`config.mk`:
```
export PLATFORM = sky130hd
export DESIGN_NAME = demultiplexer1to4_tdm
export DESIGN_NICKNAME = d
export VERILOG_FILES = /design/src/rtl/demultiplexer1to4_tdm.sv
export SDC_FILE = /design/constraint.sdc
export NUM_CORES = 1
export LEC_CHECK = 0
export ABC_AREA = 1
export BUFFER_PORTS_ARGS = -buffer_cell sky130_fd_sc_hd__buf_2
export CORE_AREA = 2 2 39 41
export CTS_BUF_LIST = sky130_fd_sc_hd__clkbuf_4 sky130_fd_sc_hd__clkbuf_8
export DETAILED_ROUTE_END_ITERATION = 7
export DIE_AREA = 0 0 41 43
export GPL_TIMING_DRIVEN = 1
export PLACE_DENSITY = 0.72
export SYNTH_ARGS = -nofsm -noshare
export SYNTH_HDL_FRONTEND = slang
export SYNTH_SLANG_ARGS = --single-unit
export TNS_END_PERCENT = 100
```
`constraint.sdc`:
```
create_clock -name clk -period 1.7 [get_ports clk]
set_clock_uncertainty 0.05 [all_clocks]
set_input_delay 0.085 -clock clk [delete_from_list [all_inputs] [get_ports clk]]
set_output_delay 0.085 -clock clk [all_outputs]
set_load 0.03 [all_outputs]
```
`src/rtl/demultiplexer1to4_tdm.sv`:
```
// Receive side of the 4:1 time-division link: tracks the slot with a 2-bit
// counter aligned by frame_sync and presents each recovered frame as one word.
module demultiplexer1to4_tdm #(
  parameter int WIDTH = 1
) (
  input  logic               clk,
  input  logic               reset,
  input  logic [WIDTH-1:0]   din,
  input  logic               din_valid,
  input  logic               frame_sync,
  output logic [4*WIDTH-1:0] out,
  output logic               word_valid,
  output logic [1:0]         s,
  output logic               locked,
  output logic               sync_error
);

  typedef enum logic {
    ST_HUNT,
    ST_LOCKED
  } state_t;

  state_t                  state, state_n;
  logic [1:0]              s_n;
  logic [2:0][WIDTH-1:0]   shadow, shadow_n;
  logic [4*WIDTH-1:0]      out_n;
  logic                    word_valid_n;
  logic                    sync_error_n;

  always_ff @(posedge clk) begin
    if (reset) begin
      state      <= ST_HUNT;
      s          <= 2'd0;
      shadow     <= '0;
      out        <= '0;
      word_valid <= 1'b0;
      sync_error <= 1'b0;
    end else begin
      state      <= state_n;
      s          <= s_n;
      shadow     <= shadow_n;
      out        <= out_n;
      word_valid <= word_valid_n;
      sync_error <= sync_error_n;
    end
  end

  // Only beats (din_valid) advance anything; pulses default low every cycle.
  always_comb begin
    state_n      = state;
    s_n          = s;
    shadow_n     = shadow;
    out_n        = out;
    word_valid_n = 1'b0;
    sync_error_n = 1'b0;

    if (din_valid) begin
      case (state)
        ST_HUNT: begin
          if (frame_sync) begin
            shadow_n[0] = din;
            s_n         = 2'd1;
            state_n     = ST_LOCKED;
          end
        end
        ST_LOCKED: begin
          if (frame_sync && (s != 2'd0)) begin
            // Misaligned sync: drop the partial word and realign on this beat.
            sync_error_n = 1'b1;
            shadow_n[0]  = din;
            s_n          = 2'd1;
          end else begin
            case (s)
              2'd0: shadow_n[0] = din;
              2'd1: shadow_n[1] = din;
              2'd2: shadow_n[2] = din;
              default: begin
                out_n        = {din, shadow[2], shadow[1], shadow[0]};
                word_valid_n = 1'b1;
              end
            endcase
            s_n = s + 2'd1;
          end
        end
        default: state_n = ST_HUNT;
      endcase
    end
  end

  assign locked = (state == ST_LOCKED);

endmodule
```
==> impl_results.md, run 1 <==
* Worst path slowest cell: dfxtp_1
* Power Density at 779 nW/um^2
* Initial antenna violation count at 0
* Register area share after synthesis at 37.4%
* Final nets at 111
* Via Count at 541
* WP data required at 1.82 ns
* Die footprint at 1760 um^2
* Die height at 43 um
* Routed vias/inst at 4.62
* Proportion of layout cells with a drive suffix above 1 at 28.7%
* Synthesis-to-finish area growth at 18.7%
* Synth cell count leaders: 20 x inv_1, 15 x nand2_1, 12 x dfxtp_1
* Post-Synth Simple-Gate Area at 35.7%
* Post-synthesis mux area share at 0%
* GRT Residual Overflow at 0
* Sw Share at 25.4%
* Most used cell, CP: inv_1
* Comb pwr share at 13.1%
* Final Hold Fails at 0
* Initial core utilization at 46.4%
* H-tree Lvls at 1
* Gr usage total at 16.2%
* Clk pwr share at 37.2%
* Cell area after technology mapping at 642 um^2
* Final min period at 1.36 ns
* Seq pwr share at 49.7%
* Slew Limit Fails at 0
* Synth Area per Inst at 7.64 um^2
* Worst-margin pin slew at 0.242 ns
* RSZ-0062 raised after global routing: no
* Largest net degree at the start of global routing at 13
* Pint at 0.443 mW
* Top-area cell type share of the netlist area at 37.4%
* CTS tree: yes
* HPWL Detailed at 852 um
* Post-cts resize count at 0
* Outcome: finished clean
* Final wirelength at 1100 um
* Leakage Power at 0.392 nW
* WP data arrival at 1.48 ns
* Clk buf depth at 2
* Xor and xnor area share after synthesis at 0%
* Final period utilization at 79.9%
* Later-pin clock latency in the skew report at 0.27 ns
* Initial DRC Count at 15
* Yosys warnings at 0
* Die W at 41 um
* IO Port Bufs at 13
* Row count at 14
* Post-route ant nets at 0
* CTS sink count at 12
* Post-synth EDFFs at 0
* Synth Area in Compound Gates at 3.90%
* Ant. Diodes at 0
* GPL Wtd Cong at 0.809
* Clock root cell: clkbuf_4
* P_sw at 0.151 mW
* Setup CP Type: reg -> reg
* Endpoints failing setup at 0
* CP Capture Type: register
* Top-count cell post-synth: inv_1
* Slew headroom at 83.8%
* Max Cap Viol at 0
* Crit-path max cell delay at 0.43 ns
* Post-Synth Adder-Cell Area at 7.80%
* DRC Markers at 0
* Synthesized instance count at 84
* #FFs+latches synth at 12
* CORE AREA at 1380 um^2
* Max Clk Rate at 737 MHz
* Yosys top cell by area: dfxtp_1
* Syn nets at 93
* Total CTS buffers at 3
* Crit-path max FO at 12
* Vias in the first global route at 462
* First-pass GRT wire length at 1900 um
* Crit path cell chain: inv_1 > ha_1 > inv_1 > nand2_4 > nand3_4 > nand2_1 > inv_1 > nor2_2
* Worst Hold Class: in -> reg
* Asr flop ratio synth at 0%
* Largest family of logic cells by synthesized area: simple AND/OR/NAND/NOR gates
* PnR Total Power at 0.594 mW
* Peak VDD IR at 577 uV
* Setup tns final at 0 ns
* Reg clk slew, reported paths at 0.07 ns
* Wirelength per Cell at 9.38 um
* Top FF cell, synth: dfxtp_1
* Synth cell types at 17
* First-pass DRT Iterations at 4
* Worst setup SP type: register
* Top Ports at 14
* Largest cells by area after synthesis: dfxtp_1 37%, inv_1 12%, nand2_1 8.8%, ha_1 7.8%, nand4_1 4.9%
[metrics by stage]
stage / cell area (um^2) / utilization, % / setup WS [ns] / hold slack, ns / std cells
3_5_place_dp: 716 / 51.7 / 0.347 / 0.260 / 112
3_3_place_gp: 716 / 51.7 / 0.396 / 0.263 / 112
6_report: 762 / 55.1 / 0.342 / 0.105 / 117
5_1_grt: 762 / 55.1 / 0.216 / 0.0950 / 117
2_1_floorplan: 642 / - / 0.178 / 0.104 / 84
4_1_cts: 762 / 55.1 / 0.339 / 0.100 / 117
[layout by cell type (no fill, tap or decap), drive strengths merged]
cell type / netlist / layout
nand2: 19 / 19
nand3: 6 / 6
nand4: 6 / 6
dfxtp: 12 / 12
nor3: 1 / 1
buf: 1 / 13
inv: 21 / 21
dlygate4sd3: 0 / 1
o21ai: 1 / 1
nor2: 9 / 9
ha: 4 / 4
clkbuf: 0 / 4
a21oi: 4 / 4
[per-layer routing]
layer,part of all wire (%),track usage [%],vias to the layer above
met3,5.9,7.85,2
met1,45,19.9,235
li1,-,-,291
met5,0,0,-
met2,47,23.8,13
met4,1.3,6.00,0
[power groups by stage]
stage	logic, mW	registers (mW)	clock network, mW
final	0.0775	0.295	0.221
after global routing	0.0854	0.297	0.249
after CTS	0.0779	0.295	0.231
after detailed placement	0.0760	0.302	0
after global placement	0.0743	0.301	0
after floorplan	0.0490	0.310	0
[final timing paths]
| kind | from | to | slack [ns] | cells past startpoint |
|---|---|---|---|---|
| hold / removal | din_valid | sync_error | 0.10 | 3 |
| setup / recovery | s[0] | out[2] | 0.34 | 8 |
| hold reg to reg | shadow[0] | shadow[0] | 0.44 | 2 |
| setup reg to reg | s[0] | out[2] | 0.34 | 8 |
[critical path, delay by kind of cell (launching register included)]
kind	cells	cell delay, ns
AND/OR/NAND/NOR	4	0.33
flip-flops	1	0.43
buffers and inverters	3	0.25
adder cells (fa/ha/maj)	1	0.20
[kinds of logic (layout without fill, tap and decap cells)]
kind of cell	after synthesis	after routing
and+or+nand+nor	41	41
buffers and inverters	22	39
DFF	12	12
AOI/OAI and AO/OA	5	5
adders and majority gates	4	4
[sequential cells by signal (all words and copies together) (netlist names)]
| name | count |
|---|---|
| shadow | 3 |
| locked | 1 |
| sync_error | 1 |
| s | 2 |
| out | 4 |
| word_valid | 1 |
[cell type report]
class                           instances  area (um^2)
Clock buffer                            4         36.3
Fill cell                             131          622
Inverter                               21         86.3
Multi-Input combinational cell         50          304
Sequential cell                        12          240
Tap cell                               16         20.0
Timing Repair Buffer                   14         75.1
[repair_timing]
item                                   CTS  global route
hold buffers                             1             0
buffers inserted                         0             0
endpoints found under the hold margin    4             0
setup endpoints to repair                0             0
(Power assumes the default switching activity.)
==> inputs of run 2 (changes only) <==
CORE_AREA = unset   (was 2 2 39 41)
CORE_MARGIN = 2   (was unset)
CORE_UTILIZATION = 49   (was unset)
DIE_AREA = unset   (was 0 0 41 43)
PLACE_DENSITY = 0.76   (was 0.72)
clock period = 1.2 ns   (was 1.7 ns; I/O delays follow)
==> run 2 against run 1 <==
  * Utilization rose by 8.7 points
  * Total power grew 46%
  * Sequential share of layout area shrank 0.92 points
==> impl_results.md, run 2 (synthesized netlist as in run 1, its figures left out) <==
* Synthesis-to-finish area growth at 26.1% (was 18.7%)
* Vias in the first global route at 450 (was 462)
* DP Area at 747 um^2 (was 716 um^2)
* WP data arrival at 1.25 ns (was 1.48 ns)
* Final min period at 1.12 ns (was 1.36 ns)
* H-tree Lvls at 1 (unchanged)
* Met3 wire len at 67 um (was 65 um)
* Setup CP Type: reg -> reg (unchanged)
* Worst setup SP type: register (unchanged)
* Initial DRC Count at 15 (unchanged)
* WP data required at 1.33 ns (was 1.82 ns)
* Max Cap Viol at 0 (unchanged)
* IO Port Bufs at 13 (unchanged)
* Met2 WL at 552 um (was 519 um)
* Initial core utilization at 50.6% (was 46.4%)
* CTS tree: yes (unchanged)
* Endpoints failing setup at 0 (unchanged)
* Final Hold Fails at 0 (unchanged)
* Die W at 40.2 um (was 41 um)
* First-pass GRT wire length at 1920 um (was 1900 um)
* PnR Total Power at 0.865 mW (was 0.594 mW)
* Final period utilization at 93.5% (was 79.9%)
* Total CTS buffers at 3 (unchanged)
* Origin of the critical flop-to-flop path: s[1] (was s[0])
* Largest net degree at the start of global routing at 13 (unchanged)
* Clk buf depth at 2 (unchanged)
* Hold path start: din_valid (unchanged)
* Reg clk slew, reported paths at 0.07 ns (about the same)
* Inst Count DP at 111 (was 112)
* CTS sink count at 12 (unchanged)
* Final nets at 112 (was 111)
* Later-pin clock latency in the skew report at 0.27 ns (about the same)
* Ant. Diodes at 0 (unchanged)
* Worst Hold Class: in -> reg (unchanged)
* Top Ports at 14 (unchanged)
* DRC Markers at 0 (unchanged)
* HPWL Detailed at 877 um (was 852 um)
* Commonest non-fill, non-tap cell in the layout: inv_1 (unchanged)
* Setup tns final at 0 ns (unchanged)
* Final wirelength at 1160 um (was 1100 um)
* Pre-CTS setup slack at 0.0349 ns (was 0.347 ns)
* GPL Wtd Cong at 0.824 (was 0.809)
* Slew headroom at 83.6% (was 83.8%)
* Via Count at 539 (was 541)
* RSZ-0062 raised after global routing: no (unchanged)
* Die footprint at 1620 um^2 (was 1760 um^2)
* Setup WS post-layout at 0.0780 ns (was 0.342 ns)
* Clock root cell: clkbuf_4 (unchanged)
* Power Density at 1070 nW/um^2 (was 779 nW/um^2)
* Wl on met1 at 528 um (was 497 um)
* Commonest cells after routing, fill and taps aside: 17 x inv_1, 15 x nand2_1, 13 x buf_2 (was 20 x inv_1, 15 x nand2_1, 13 x buf_2)
* Slew Limit Fails at 0 (unchanged)
* Gr usage total at 18.6% (was 16.2%)
* Post-route ant nets at 0 (unchanged)
* Register with the most flip-flops: out (unchanged)
* Max reg flops at 4 (unchanged)
* Routed vias/inst at 4.61 (was 4.62)
* Final instance area at 810 um^2 (was 762 um^2)
* First-pass DRT Iterations at 5 (was 4)
* GRT Residual Overflow at 0 (unchanged)
* Die height at 40.2 um (was 43 um)
* Biggest regs: out x4, shadow x3, s x2 (unchanged)
* Outcome: finished clean (unchanged)
* Worst-margin pin slew at 0.246 ns (was 0.242 ns)
* Max Clk Rate at 891 MHz (was 737 MHz)
* Proportion of layout cells with a drive suffix above 1 at 36.3% (was 28.7%)
* Leakage Power at 0.394 nW (was 0.392 nW)
* Filler Cells Inserted at 119 (was 131)
* Wirelength per Cell at 9.93 um (was 9.38 um)
* Worst-case hold slack at 0.0787 ns (was 0.105 ns)
* CORE AREA at 1270 um^2 (was 1380 um^2)
* Core Util, Final at 63.8% (was 55.1%)
* Peak VDD IR at 667 uV (was 577 uV)
* Row count at 13 (was 14)
* Initial antenna violation count at 0 (unchanged)
* Crit-path max FO at 12 (unchanged)
* Fin cells at 117 (unchanged)
* CP Capture Type: register (unchanged)
* Max layer used: met4 (unchanged)
* Critical Path Start: s[1] (was s[0])
## run 2: per-layer routing
| metal | vias up | GRT usage, % |
|---|---|---|
| li1 | 291 | - |
| met4 | 0 | 5.00 |
| met5 | - | 0 |
| met1 | 228 | 20.1 |
| met3 | 2 | 10.0 |
| met2 | 18 | 31.5 |
## run 2: what timing repair did
action / CTS / global route
setup buffers: 0 / 1
hold endpoints to repair: 4 / 0
hold buffers: 1 / 0
setup endpoints to repair: 0 / 6
resized for setup: 0 / 1
## run 2: where the power goes
| group | switching (mW) | leakage [nW] | total, mW | internal (mW) |
|---|---|---|---|---|
| logic | 0.0859 | 0.275 | 0.134 | 0.0482 |
| clock network | 0.129 | 0.0210 | 0.313 | 0.184 |
| registers | 0.0106 | 0.0988 | 0.417 | 0.407 |
| total | 0.225 | 0.394 | 0.865 | 0.639 |
## run 2: critical path: stages, from the launching register on
cell and delay, ns:
dfxtp_4 0.38, inv_4 0.04, ha_4 0.15, inv_4 0.07
nand2_8 0.09, nand3_4 0.09, nand2_1 0.06, inv_1 0.06
nor2_2 0.04
## run 2: worst paths after layout
path	endpoint	slack (ns)	depth (start not counted)
worst max-delay path	out[1]	0.08	8
worst min register to register	shadow[0]	0.45	2
worst min-delay path	sync_error	0.08	3
worst max register to register	out[1]	0.08	8
## run 2: layout make-up
class                           instances  area, um^2  area share (%)
Timing Repair Buffer                   15        82.6            10.2
Sequential cell                        12         248            30.6
Inverter                               21        93.8            11.6
Multi-Input combinational cell         50         330            40.8
Tap cell                               15        18.8            2.32
Clock buffer                            4        36.3            4.48
==> inputs of run 3 (changes only) <==
CORE_UTILIZATION = 30   (was 49)
PLACE_DENSITY = unset   (was 0.76)
==> run 3 against run 2 <==
  * Clock-buffer cell count unchanged
  * Design area up 3.1%
  * Global-route usage down 8.1 points
  * Register-to-register slack worse by 0.02 ns
  * Sequential share of layout area down 0.92 points
  * Sequential power about the same
  * Final cell count up 11%
  * Utilization down 22 points
  * Flip-flop and latch count unchanged
  * Largest power group unchanged
  * Via count up 7.8%
  * Die area up 56%
==> impl_results.md, run 3 (synthesized netlist as in run 1, its figures left out) <==
* Vias in the first global route at 468 (was 450)
* Row count at 16 (was 13)
* Final min period at 1.15 ns (was 1.12 ns)
* Die height at 50.3 um (was 40.2 um)
* CORE AREA at 1980 um^2 (was 1270 um^2)
* Power Density at 1010 nW/um^2 (was 1070 nW/um^2)
* Hold Crit Depth at 3 (unchanged)
* Post-route ant nets at 0 (unchanged)
* Die footprint at 2530 um^2 (was 1620 um^2)
* PnR Total Power at 0.847 mW (was 0.865 mW)
* Worst Hold Class: in -> reg (unchanged)
* GRT Residual Overflow at 0 (unchanged)
* Initial antenna violation count at 0 (unchanged)
* H-tree Lvls at 1 (unchanged)
* Synthesis-to-finish area growth at 30.0% (was 26.1%)
* Initial core utilization at 32.4% (was 50.6%)
* Crit-path max cell delay at 0.39 ns (was 0.38 ns)
* Peak VDD IR at 625 uV (was 667 uV)
* Largest net degree at the start of global routing at 13 (unchanged)
* Top Ports at 14 (unchanged)
* Worst setup SP type: register (unchanged)
* Die W at 50.3 um (was 40.2 um)
* Later-pin clock latency in the skew report at 0.28 ns (was 0.27 ns)
* CTS tree: yes (unchanged)
* Max Cap Viol at 0 (unchanged)
* Kind of cell adding the most delay to the critical path: flip-flops (unchanged)
* Initial DRC Count at 15 (unchanged)
* Gr usage total at 10.5% (was 18.6%)
* Worst-case hold slack at 0.0727 ns (was 0.0787 ns)
* Setup CP Type: reg -> reg (unchanged)
* Max reg flops at 4 (unchanged)
* Worst-margin pin slew at 0.236 ns (was 0.246 ns)
* Via Count at 581 (was 539)
* Worst path slowest cell: dfxtp_4 (unchanged)
* Final nets at 113 (was 112)
* Slew headroom at 84.3% (was 83.6%)
* Origin of the critical flop-to-flop path: s[1] (unchanged)
* Reg clk slew, reported paths at 0.08 ns (was 0.07 ns)
* First-pass DRT Iterations at 4 (was 5)
* End of the worst hold path: locked (was sync_error)
* CP Capture Type: register (unchanged)
* Wirelength per Cell at 10.0 um (was 9.93 um)
* R2R setup slack at 0.05 ns (was 0.08 ns)
* Worst R2R End: out[3] (was out[1])
* Commonest non-fill, non-tap cell in the layout: inv_1 (unchanged)
* Endpoints failing setup at 0 (unchanged)
* Final period utilization at 95.6% (was 93.5%)
* Total CTS buffers at 3 (unchanged)
* Crit-path max FO at 6 (was 12)
* DRC Markers at 0 (unchanged)
* Commonest cells after routing, fill and taps aside: 16 x inv_1, 15 x nand2_1, 13 x buf_2 (was 17 x inv_1, 15 x nand2_1, 13 x buf_2)
* Fin cells at 130 (was 117)
* Final Hold Fails at 0 (unchanged)
* Slew Limit Fails at 0 (unchanged)
* Outcome: finished clean (unchanged)
* WP data arrival at 1.26 ns (was 1.25 ns)
* Register with the most flip-flops: out (unchanged)
* Ant. Diodes at 0 (unchanged)
* IO Port Bufs at 13 (unchanged)
* WP buf/inv at 3 (unchanged)
* Setup tns final at 0 ns (unchanged)
* Max Clk Rate at 872 MHz (was 891 MHz)
* HPWL Detailed at 922 um (was 877 um)
* RSZ-0062 raised after global routing: no (unchanged)
* GPL Wtd Cong at 0.769 (was 0.824)
* Hold path start: din_valid (unchanged)
* Core Util, Final at 42.1% (was 63.8%)
* Leakage Power at 0.397 nW (was 0.394 nW)
* Routed vias/inst at 4.47 (was 4.61)
* First-pass GRT wire length at 1960 um (was 1920 um)
* CTS sink count at 12 (unchanged)
* Biggest regs: out x4, shadow x3, s x2 (unchanged)
* Proportion of layout cells with a drive suffix above 1 at 38.8% (was 36.3%)
* Inst Count DP at 123 (was 111)
* R2R depth at 8 (unchanged)
* Clock root cell: clkbuf_4 (unchanged)
* Final wirelength at 1310 um (was 1160 um)
* Clk buf depth at 2 (unchanged)
* Filler Cells Inserted at 203 (was 119)
* WP data required at 1.32 ns (was 1.33 ns)
* Crit path cell chain: inv_4 > ha_4 > inv_6 > nand2_8 > nand3_4 > nand2_1 > inv_1 > nor2_2 (was inv_4 > ha_4 > inv_4 > nand2_8 > nand3_4 > nand2_1 > inv_1 > nor2_2)
## run 3: area by class of cell
class	count	area, um^2	area share (%)
Multi-Input combinational cell	51	344	41.2
Timing Repair Buffer	15	82.6	9.90
Clock buffer	4	30.0	3.60
Sequential cell	12	248	29.7
Tap cell	27	33.8	4.05
Inverter	21	96.3	11.5
## run 3: worst reg2reg max path, cell delays in order, from the launching register on
cell	delay (ns)
dfxtp_4	0.39
inv_4	0.05
ha_4	0.16
inv_6	0.08
nand2_8	0.07
nand3_4	0.09
nand2_1	0.06
inv_1	0.06
nor2_2	0.04
## run 3: repair_timing
item,in CTS,in global routing
hold endpoints to repair,4,0
hold buffers,1,0
endpoints found under the setup margin,0,7
buffers inserted,0,1
gates resized for setup,0,4
## run 3: per-layer routing
| metal | track usage, % | vias up | part of all wire (%) |
|---|---|---|---|
| met5 | 0 | - | 0 |
| met4 | 2.78 | 0 | 0.92 |
| met3 | 6.55 | 2 | 7.4 |
| met2 | 16.7 | 18 | 46 |
| met1 | 11.7 | 263 | 46 |
| li1 | - | 298 | - |
## run 3: worst max-delay path by stage
stage	startpoint	end	slack, ns	cells past startpoint
floorplan	s[0]	shadow[1]	0.01	9
global placement	s[0]	out[1]	0.05	8
detailed placement	s[0]	out[2]	0.03	8
CTS	s[0]	out[2]	0.004	8
global route	s[1]	out[2]	0.003	8
finish	s[1]	out[3]	0.05	8
## run 3: through the flow
| stage | worst slack, ns | cell area, um^2 |
|---|---|---|
| 3_3_place_gp | 0.0480 | 762 |
| 6_report | 0.0530 | 835 |
| 5_1_grt | 0.00251 | 835 |
| 4_1_cts | 0.00443 | 802 |
| 2_1_floorplan | 0.0119 | 674 |
| 3_5_place_dp | 0.0305 | 762 |
## run 3: power breakdown
group          internal (mW)  switching (mW)  total [mW]  leakage, nW
combinational         0.0517          0.0948       0.146        0.280
clock                  0.151           0.132       0.283       0.0184
sequential             0.407          0.0105       0.417       0.0988
